==> src/rtl/wb_port_scheduler.sv <==
// Merges ALU and load writeback results onto the single register-file write port, deferring collisions into a FIFO.
// Latency: 1 cycle for uncontested results, 1 + queue position for deferred ones. stall is high while the queue is full.
// Backpressure: valids presented while stall is high are discarded and set sticky ovf. Optional forwarding is enabled by WB_BYPASS_EN.
module wb_port_scheduler #(
  parameter int XLEN   = 32,
  parameter int AW     = 5,
  parameter int QDEPTH = 2
) (
  input  logic                      clk,
  input  logic                      rst_n,
  input  logic                      alu_valid,
  input  logic [AW-1:0]             alu_rd,
  input  logic [XLEN-1:0]           alu_data,
  input  logic                      mem_valid,
  input  logic [AW-1:0]             mem_rd,
  input  logic [XLEN-1:0]           mem_data,
`ifdef WB_BYPASS_EN
  input  logic [AW-1:0]             rs1_addr,
  input  logic [AW-1:0]             rs2_addr,
  output logic                      rs1_hit,
  output logic                      rs2_hit,
  output logic [XLEN-1:0]           rs1_data,
  output logic [XLEN-1:0]           rs2_data,
`endif
  output logic                      wb_we,
  output logic [AW-1:0]             wb_rd,
  output logic [XLEN-1:0]           wb_data,
  output logic                      stall,
  output logic [$clog2(QDEPTH):0]   pend_cnt,
  output logic                      ovf
);

  localparam int PW = $clog2(QDEPTH);
  localparam int CW = PW + 1;

  typedef struct packed {
    logic [AW-1:0]   rd;
    logic [XLEN-1:0] dat;
  } wb_ent_t;

  wb_ent_t         r_q [QDEPTH];
  logic [PW-1:0]   r_head;
  logic [PW-1:0]   r_tail;
  logic [CW-1:0]   r_cnt;
  logic            r_wb_we;
  logic [AW-1:0]   r_wb_rd;
  logic [XLEN-1:0] r_wb_dat;
  logic            r_ovf;

  logic            w_stall;
  logic            w_q_v;
  logic            w_alu_v;
  logic            w_mem_v;
  wb_ent_t         w_alu_e;
  wb_ent_t         w_mem_e;
  logic            w_sel_v;
  wb_ent_t         w_sel;
  logic            w_p0_v;
  logic            w_p1_v;
  wb_ent_t         w_p0;
  wb_ent_t         w_p1;
  logic [CW-1:0]   w_npush;
  logic [PW-1:0]   w_tail1;

  assign w_stall = (r_cnt == CW'(QDEPTH));
  assign w_q_v   = (r_cnt != '0);

  // x0 writes are dropped, and a load superseded by a same-cycle ALU write to the same rd never retires.
  assign w_alu_v = alu_valid && (alu_rd != '0) && !w_stall;
  assign w_mem_v = mem_valid && (mem_rd != '0) && !w_stall && !(w_alu_v && (mem_rd == alu_rd));
  assign w_alu_e = '{rd: alu_rd, dat: alu_data};
  assign w_mem_e = '{rd: mem_rd, dat: mem_data};

  // Age order is queue head, then mem, then alu. The oldest candidate retires and the rest go to the tail.
  always_comb begin
    w_sel_v = 1'b0;
    w_sel   = r_q[r_head];
    w_p0_v  = 1'b0;
    w_p0    = w_mem_e;
    w_p1_v  = 1'b0;
    w_p1    = w_alu_e;
    if (w_q_v) begin
      w_sel_v = 1'b1;
      if (w_mem_v) begin
        w_p0_v = 1'b1;
        w_p1_v = w_alu_v;
      end else if (w_alu_v) begin
        w_p0_v = 1'b1;
        w_p0   = w_alu_e;
      end
    end else if (w_mem_v) begin
      w_sel_v = 1'b1;
      w_sel   = w_mem_e;
      w_p0_v  = w_alu_v;
      w_p0    = w_alu_e;
    end else if (w_alu_v) begin
      w_sel_v = 1'b1;
      w_sel   = w_alu_e;
    end
  end

  assign w_npush = CW'(w_p0_v) + CW'(w_p1_v);
  assign w_tail1 = r_tail + PW'(1);

  always_ff @(posedge clk) begin
    if (w_p0_v) r_q[r_tail]  <= w_p0;
    if (w_p1_v) r_q[w_tail1] <= w_p1;
  end

  always_ff @(posedge clk or negedge rst_n) begin
    if (!rst_n) begin
      r_wb_we  <= 1'b0;
      r_wb_rd  <= '0;
      r_wb_dat <= '0;
      r_cnt    <= '0;
      r_head   <= '0;
      r_tail   <= '0;
      r_ovf    <= 1'b0;
    end else begin
      r_wb_we <= w_sel_v;
      if (w_sel_v) begin
        r_wb_rd  <= w_sel.rd;
        r_wb_dat <= w_sel.dat;
      end
      r_cnt  <= r_cnt + w_npush - CW'(w_q_v);
      r_head <= r_head + PW'(w_q_v);
      r_tail <= r_tail + PW'(w_npush);
      if (w_stall && (alu_valid || mem_valid)) r_ovf <= 1'b1;
    end
  end

  assign wb_we    = r_wb_we;
  assign wb_rd    = r_wb_rd;
  assign wb_data  = r_wb_dat;
  assign stall    = w_stall;
  assign pend_cnt = r_cnt;
  assign ovf      = r_ovf;

`ifdef WB_BYPASS_EN
  typedef struct packed {
    logic            hit;
    logic [XLEN-1:0] dat;
  } byp_t;

  // The wb register is older than every queued entry, so queue hits scanned head-to-tail override it.
  function automatic byp_t lookup(input logic [AW-1:0] addr);
    byp_t res;
    res = '0;
    if (addr != '0) begin
      if (r_wb_we && (r_wb_rd == addr)) res = '{hit: 1'b1, dat: r_wb_dat};
      for (int k = 0; k < QDEPTH; k++) begin
        logic [PW-1:0] idx;
        idx = r_head + PW'(k);
        if ((CW'(k) < r_cnt) && (r_q[idx].rd == addr)) res = '{hit: 1'b1, dat: r_q[idx].dat};
      end
    end
    return res;
  endfunction

  byp_t w_byp1;
  byp_t w_byp2;

  always_comb begin
    w_byp1 = lookup(rs1_addr);
    w_byp2 = lookup(rs2_addr);
  end

  assign rs1_hit  = w_byp1.hit;
  assign rs1_data = w_byp1.dat;
  assign rs2_hit  = w_byp2.hit;
  assign rs2_data = w_byp2.dat;
`endif

endmodule

==> config.mk <==
export PLATFORM = sky130hd
export DESIGN_NAME = wb_port_scheduler
export DESIGN_NICKNAME = d
export VERILOG_FILES = /design/src/rtl/wb_port_scheduler.sv
export SDC_FILE = /design/constraint.sdc
export NUM_CORES = 1
export LEC_CHECK = 0
export BUFFER_PORTS_ARGS = -buffer_cell sky130_fd_sc_hd__buf_4
export CORE_AREA = 2 2 120 122
export DETAILED_ROUTE_END_ITERATION = 6
export DIE_AREA = 0 0 122 124
export HOLD_SLACK_MARGIN = 0.06
export PLACE_DENSITY = 0.84
export SLEW_MARGIN = 30
export SYNTH_ARGS = -nofsm -noshare
export SYNTH_HDL_FRONTEND = slang
export SYNTH_SLANG_ARGS = --single-unit
==> constraint.sdc <==
create_clock -name clk -period 3.07 [get_ports clk]
set_input_delay 0 -clock clk [delete_from_list [all_inputs] [get_ports clk]]
set_output_delay 0 -clock clk [all_outputs]
set_load 0.01 [all_outputs]
# Word-level counts from Yosys, hierarchy flattened
# Memories as Yosys holds them, arrays and structs flattened.
# Index checks and enable logic that the tools add are counted.
op_classes:
  addsub: 6
  eq_ne: 2
  muxes: 17
  reduce_logical: 13
ops:
  columns: ["cell", "n"]
  rows:
  - ["$mux W37", 7]
  - ["$mux W1", 10]
  - ["$reduce_bool A5 Y1", 2]
  - ["$logic_and A1 B1 Y1", 7]
  - ["$eq A5 B5 Y1", 1]
  - ["$add A1 B1 Y1", 2]
  - ["$add A1 B1 Y2", 1]
  - ["$add A2 B2 Y2", 1]
  - ["$eq A2 B2 Y1 const B", 1]
  - ["$logic_not A1 Y1", 2]
  - ["$reduce_bool A2 Y1", 1]
  - ["$sub A2 B1 Y2", 1]
  - ["$add A1 B1 Y1 const B", 1]
  - ["$logic_or A1 B1 Y1", 1]
word_totals:
  register_bits: 43
  ramBits: 74
  in_bits: 78
  out_inout_bits: 42
  word_cells: 46
  n_memories: 1
mem_list:
  columns: ["name", "depth", "word_bits", "rd", "rd_clocked_by_memory_dff", "write_ports", "line", "rtl"]
  rows:
  - ["r_q", 2, 37, 1, 0, 2, "41", "wb_ent_t r_q [QDEPTH];"]

# Logic depth before layout (Yosys ltp)
# Gate-level depths: netlist of the first run.
logic_depth:
  ltp_word: 11
  depth_mapped: 13
  mapped_depth_nobuf: 12

# Worst setup path before layout of the first run
# No wires, ideal clock.
synth_path:
  path_kind: "flip-flop to flip-flop"
  from: "register r_cnt[0] (netlist: pend_cnt[0])"
  to: "memory r_q[0][0] (netlist name), enable pin"
  setup_time_ps: 393
  arrival_time_ps: 2691
  required_ps: 2677
  path_slack_ps: -14
  stages_incl_launch_ff: 8
  synth_period_minus_slack_ps: 3084
  cell_sequence: "dfrtp_1 > nand2b_1 > buf_2 > inv_2 > a211oi_2 > o21ai_1 > a221oi_2 > a21o_1"
synth_rtl:
  columns: ["element", "line", "rtl"]
  rows:
  - ["start, declared", "44", "logic [CW-1:0] r_cnt;"]
  - ["start signal, assigned", "125", "r_cnt <= r_cnt + w_npush - CW'(w_q_v);"]
  - ["end, declared", "41", null]

==> flow_summary_export.csv, run 1 <==
group,metric,value,unit
placement,placed_area,8157,µm²
setup_path,crit_buf_inv,3,
setup_path,endpoint,"r_q[0][29]",
yosys,yosysWarnings,0,
yosys,syn_area_per_cell,13.12,µm²
layout,nFillCells,923,
setup_path,cp.depth,8,
layout,post-route-util,0.6947,
yosys,synthArstFlopShare,0.3675,
routing,routedWlPerCell,22.24,µm
run,max-cap-violations,0,
routing,drcViolationCount,0,
power,power.density,973.9,nW/µm²
layout,final_nets,813,
setup_path,cp_top_family,"buffers and inverters",
setup_path,r2r_start,"pend_cnt[0]",
layout,area_delta_synth_final,37.07,%
setup_path,rr_endpoint,"r_q[0][29]",
sta,rsz0062_at_grt,"no",
global_routing,grt_pass1_vias,5999,
setup_path,critPathLaunchType,"register",
power,peakVddDrop,557.5,µV
sta,finalCriticalPeriod,2.978,ns
routing,drt-initial-drc-count,515,
cts,clock_path_buffers,2,
routing,ant_nets,0,
placement,preCtsSetupSlack,0.3327,ns
setup_path,end_kind,"register",
yosys,ys_top_cells_by_area,"edfxtp_1 32%, dfrtp_1 15%, mux2_4 13%",
setup_path,worstSetupStartpoint,"pend_cnt[0]",
setup_path,worstPathMaxFanout,14,
floorplan,core-area,13720,µm²
layout,post-route-cell-area,9530,µm²
layout,drive_gt1_frac,0.3917,
layout,diodes,0,
global_routing,grt-ovfl-total,0,
yosys,synth_ff_type,"edfxtp_1",
setup_path,path_cells,"nor2_2 -> inv_1 -> a211oi_1 -> o21ai_2 -> o21ai_4 -> buf_12 -> mux2_4 -> dlygate4sd3_1",
global_routing,antenna_found_initial,0,
cts,worstSkewPairLatency,0.41,ns
setup_path,r2r_cells,8,
yosys,synth_common_cells,"74 x edfxtp_1, 60 x mux2_4, 46 x mux2_2, 43 x dfrtp_1, 38 x mux2i_1",
yosys,ys_seq_elements,117,
routing,totalWireLength,20530,µm
power,p_leak,3.960,nW
floorplan,fp-row-count,43,
yosys,ys_seq_area_frac,0.4744,
setup_path,r2r_slack,0.09,ns
cts,cts_max_level,4,
cts,path_clk_slew,0.05,ns
sta,finalCritPeriodShare,0.9702,
sta,setup_viol,0,
global_routing,grt_util_all_layers,0.2762,
floorplan,die_h,124,µm
placement,portBuffers,119,
cts,cts_inserted_buffers,17,
global_routing,grt_max_degree,44,
yosys,synth.most_common_cell,"edfxtp_1",
yosys,synth.cell_area,6953,µm²
sta,slew_violations,0,
cts,cts_sinks,117,
sta,tns,0,ns
min_path,hp-class,"in2reg",
sta,hold_violations,0,
floorplan,die_w,122,µm
global_routing,grt_pass1_wl,31550,µm
yosys,synth_nets,611,
yosys,synth_cell_types,46,
run_status,status,"complete, no violations",
routing,vias_per_cell,6.120,
cts,root_buffer,"clkbuf_16",
yosys,synth_edf_count,74,
cts,cts_tree,"yes",
routing,firstDrtPassIters,5,
floorplan,ios,120,
routing,num_vias,5649,
placement,dp_hpwl,12120,µm
setup_path,arrival,3.13,ns
yosys,syn_inst,530,
yosys,synth_top_area_frac,0.3196,
sta,fmax,335.7,MHz
setup_path,worst_ep_required_time,3.22,ns
sta,worst_slack,0.09152,ns
sta,worst-slew-pin-transition,0.7263,ns
placement,gp_congestion,0.8938,
setup_path,slowest_delay,0.57,ns
setup_path,critPathKind,"reg2reg",
sta,max_slew_margin,0.5158,
floorplan,initial_core_util,0.5068,
floorplan,die_area,15130,µm²
setup_path,cp_slowest_cell,"dlygate4sd3_1",
yosys,synth_largest_area_cell,"edfxtp_1",
sta,skew,0.007167,ns
==> metal layers <==
layer,wire length (µm),track usage,up-vias
met5,0,0,-
li1,-,-,2482
met2,10500,0.4777,292
met1,8221,0.3333,2843
met3,1560,0.07097,32
met4,249,0.1020,0
==> stage by stage <==
stage | power [mW] | hold slack (ns) | cells
global placement | 7.088 | 0.06114 | 807
detailed placement | 7.293 | 0.07325 | 809
CTS | 9.256 | 0.06117 | 923
finish | 9.281 | 0.08595 | 923
global route | 9.734 | 0.1111 | 923
floorplan | 5.755 | -0.2956 | 530
==> report_power, final <==
part	switching (mW)	total [mW]	leakage [nW]	internal [mW]
logic	2.21	4.57	2.49	2.36
registers	0.369	2.92	1.20	2.55
clock network	0.656	1.79	0.263	1.14
total	3.24	9.28	3.96	6.04
==> repair_timing <==
item / in CTS / in global routing
setup endpoints to repair: 0 / 3
gates resized for setup: 0 / 2
hold buffers: 84 / 0
buffers inserted: 0 / 0
hold endpoints to repair: 152 / 0
==> cells in the final DEF (no fill, tap or decap), drive strengths merged, types with 2 or more instances in the layout <==
cell type    synthesis  final
xnor2                8      8
clkbuf              25     24
clkinv               0      5
nor3b                2      2
inv                 10     10
xor2                 2      2
o21ai               44     44
o211ai              38     38
dlygate4sd3          0     84
and2                36     36
a31oi                3      3
a221oi               6      6
edfxtp              74     74
nand2                2      2
ha                   3      3
dfrtp               43     43
nor2                 7      7
a21oi                5      5
a21o                 4      4
a211oi               5      5
o32ai                2      2
a221o               35     35
mux2i               38     38
mux2               106    106
buf                 19    143
o211a                2      2
==> sequential cells by signal, indices dropped and copies added (netlist names) <==
name	count
ovf	1
wb_rd	5
r_q	74
pend_cnt	2
r_head	1
wb_we	1
wb_data	32
r_tail	1
==> worst min-delay path by stage <==
stage / from / end / slack (ns) / depth (start not counted)
detailed placement: rst_n / wb_data[5] / 0.07 / 1
finish: alu_rd[2] / wb_rd[2] / 0.09 / 4
global placement: rst_n / wb_data[8] / 0.06 / 1
CTS: alu_rd[2] / wb_rd[2] / 0.06 / 4
floorplan: rst_n / ovf / -0.30 / 0
global route: alu_rd[3] / r_q[1][35] / 0.11 / 3
==> kinds of logic (layout without fill, tap and decap cells) <==
kind of cell,after synthesis,after routing,synth area share
compound gates,148,148,0.1639
mux,144,144,0.2588
flops,117,117,0.4744
simple gates,54,54,0.04607
buf+inv,54,267,0.03887
xor+xnor,10,10,0.01260
fa+ha+maj,3,3,0.005399
==> worst min-delay path: stages <==
cell and delay, ns:
buf_4 0.10, mux2i_1 0.06, o21ai_0 0.17, a221o_1 0.14
==> final cells by class <==
cell class	instances	area [µm²]	area share
inverters	10	37.54	0.003939
clock inverters	6	55.05	0.005777
clock buffers	24	471.7	0.04949
repair buffers	227	2004	0.2103
well taps	180	225.2	0.02363
flip-flops and latches	117	3299	0.3462
multi-input cells	359	3437	0.3606
(Power assumes the default switching activity.)
==> run 2: changes to the inputs <==
--- a/config.mk
+++ b/config.mk
@@ -6,9 +6,9 @@
 export NUM_CORES = 1
 export LEC_CHECK = 0
 export BUFFER_PORTS_ARGS = -buffer_cell sky130_fd_sc_hd__buf_4
-export CORE_AREA = 2 2 120 122
+export CORE_AREA = 2 2 143 103
 export DETAILED_ROUTE_END_ITERATION = 6
-export DIE_AREA = 0 0 122 124
+export DIE_AREA = 0 0 145 105
 export HOLD_SLACK_MARGIN = 0.06
 export PLACE_DENSITY = 0.84
 export SLEW_MARGIN = 30
==> run 2 against run 1 <==
- hold slack better by 0.0091 ns
- die area up 0.64%
- non-clock buffer count up 35
- highest routed layer unchanged
- first-iteration DRC count up 20%
==> flow_summary_export.csv, run 2 (synthesis results as in run 1) <==
group,metric,value,unit
routing,routedWlPerCell,21.98,µm
sta,finalCritPeriodShare,0.9542,
run_status,status,"complete, no violations",
layout,diodes,0,
floorplan,die_h,105,µm
floorplan,initial_core_util,0.5061,
placement,portBuffers,119,
layout,layout_commonest_cell,"buf_4",
sta,holdWs,0.09506,ns
cts,worstSkewPairLatency,0.41,ns
sta,setup_viol,0,
sta,tns,0,ns
sta,max_slew_margin,0.5100,
routing,drcViolationCount,0,
layout,final_cell_mix,"150 x buf_4, 105 x dlygate4sd3_1, 74 x edfxtp_1, 60 x mux2_4, 46 x mux2_2",
power,p_clk_frac,0.196,
layout,nFillCells,857,
power,power.density,973.8,nW/µm²
routing,wl_met2,10280,µm
setup_path,slowest_delay,0.57,ns
run,max-cap-violations,0,
power,swShare,0.3478,
layout,largest_reg_flops,74,
power,power,9.623,mW
setup_path,critPathLaunchType,"register",
placement,dp_hpwl,12550,µm
cts,cts_inserted_buffers,17,
power,p_leak,4.122,nW
global_routing,grt_pass1_wl,33640,µm
cts,cts_sinks,117,
sta,finalCriticalPeriod,2.929,ns
power,internal-power,6.276,mW
floorplan,die_area,15230,µm²
layout,area_delta_synth_final,42.13,%
routing,totalWireLength,21330,µm
setup_path,worst_ep_required_time,3.22,ns
global_routing,antenna_found_initial,0,
power,peakVddDrop,512.6,µV
setup_path,crit_buf_inv,4,
floorplan,die_w,145,µm
routing,route.met3.wl,2047,µm
power,seqPwrFrac,0.305,
floorplan,core-area,13740,µm²
setup_path,worstPathMaxFanout,15,
setup_path,cp_slowest_cell,"dlygate4sd3_1",
layout,final_nets,848,
global_routing,grt_max_degree,44,
sta,fmax,341.4,MHz
setup_path,path_cells,"nor2_2 -> inv_1 -> a211oi_1 -> o21ai_2 -> o21ai_4 -> buf_4 -> buf_12 -> mux2_4 -> dlygate4sd3_1",
placement,gp_congestion,0.9539,
routing,top_layer,"met4",
floorplan,ios,120,
sta,skew,0.006468,ns
sta,hold_violations,0,
min_path,hp-class,"in2reg",
sta,worst-slew-pin-transition,0.7350,ns
layout,multiInputGateArea,3436,µm²
setup_path,arrival,3.08,ns
global_routing,grt-ovfl-total,0,
layout,top_register,"r_q",
power,power_switching,3.347,mW
routing,ant_nets,0,
global_routing,grt_pass1_vias,6339,
power,combPwrFrac,0.499,
setup_path,cp_top_family,"buffers and inverters",
routing,vias_per_cell,6.124,
cts,root_buffer,"clkbuf_16",
routing,num_vias,5940,
sta,rsz0062_at_grt,"no",
cts,path_clk_slew,0.05,ns
routing,wl_met1,8764,µm
routing,firstDrtPassIters,7,
routing,drt-initial-drc-count,619,
setup_path,critPathKind,"reg2reg",
cts,clock_path_buffers,2,
layout,drive_gt1_frac,0.3923,
global_routing,grt_util_all_layers,0.2810,
sta,worst_slack,0.1407,ns
setup_path,end_kind,"register",
sta,slew_violations,0,
placement,preCtsSetupSlack,0.2690,ns
cts,cts_max_level,4,
layout,regArea,3299,µm²
floorplan,fp-row-count,36,
cts,cts_tree,"yes",
-- run 2: changes by cell type in the layout (fill, tap and decap cells not counted), moves of 2 or more --
| cell | before | now |
|---|---|---|
| buf_4 | 135 | 150 |
| clkinvlp_4 | 0 | 3 |
| dlygate4sd3_1 | 84 | 105 |
| clkbuf_8 | 2 | 0 |
-- run 2: metrics by stage --
stage	std cells	utilization	instance area (µm²)
after floorplan	530	-	6955
after global placement	822	0.5942	8163
after detailed placement	824	0.5973	8205
after CTS	961	0.7139	9808
after global routing	970	0.7193	9882
final	970	0.7193	9882
-- run 2: layout make-up --
type,count,area share
Timing Repair Buffer,262,0.2347
Clock buffer,21,0.04457
Inverter,10,0.003798
Sequential cell,117,0.3339
Tap cell,190,0.02406
Multi-Input combinational cell,359,0.3477
Clock inverter,11,0.01127
-- run 2: worst register-to-register path: stages, from the launching register on --
cell           delay, ns
dfrtp_1             0.46
nor2_2              0.29
inv_1               0.13
a211oi_1            0.28
o21ai_2             0.17
o21ai_4             0.12
buf_4               0.17
buf_12              0.18
mux2_4              0.31
dlygate4sd3_1       0.57
-- run 2: power groups by stage --
| stage | logic, mW | registers (mW) | clock network [mW] |
|---|---|---|---|
| 2_1_floorplan | 2.84 | 2.91 | 0 |
| 5_1_grt | 5.09 | 2.99 | 1.97 |
| 3_3_place_gp | 4.20 | 2.89 | 0 |
| 6_report | 4.80 | 2.94 | 1.88 |
| 4_1_cts | 4.65 | 2.91 | 1.89 |
| 3_5_place_dp | 4.39 | 2.93 | 0 |
-- run 2: metal layers --
layer  GRT usage  vias to the layer above
met5           0                        -
met4     0.07850                        0
met3     0.08035                       30
met2      0.4677                      384
met1      0.3601                     2961
li1            -                     2565
-- run 2: final timing paths --
check	endpoint	start	cells after the start	slack, ns
max in group asynchronous	r_head	rst_n	2	2.43
hold / removal	wb_rd[2]	alu_rd[2]	4	0.1
min in group asynchronous	wb_data[4]	rst_n	2	0.16
setup / recovery	r_q[0][17]	pend_cnt[0]	9	0.14
hold reg to reg	ovf	ovf	1	0.49
setup reg to reg	r_q[0][17]	pend_cnt[0]	9	0.14
-- run 2: what timing repair did --
item / 4_1_cts / 5_1_grt
buffers inserted: 0 / 9
gates resized for setup: 0 / 2
setup endpoints to repair: 0 / 22
hold endpoints to repair: 148 / 0
hold buffers: 105 / 0
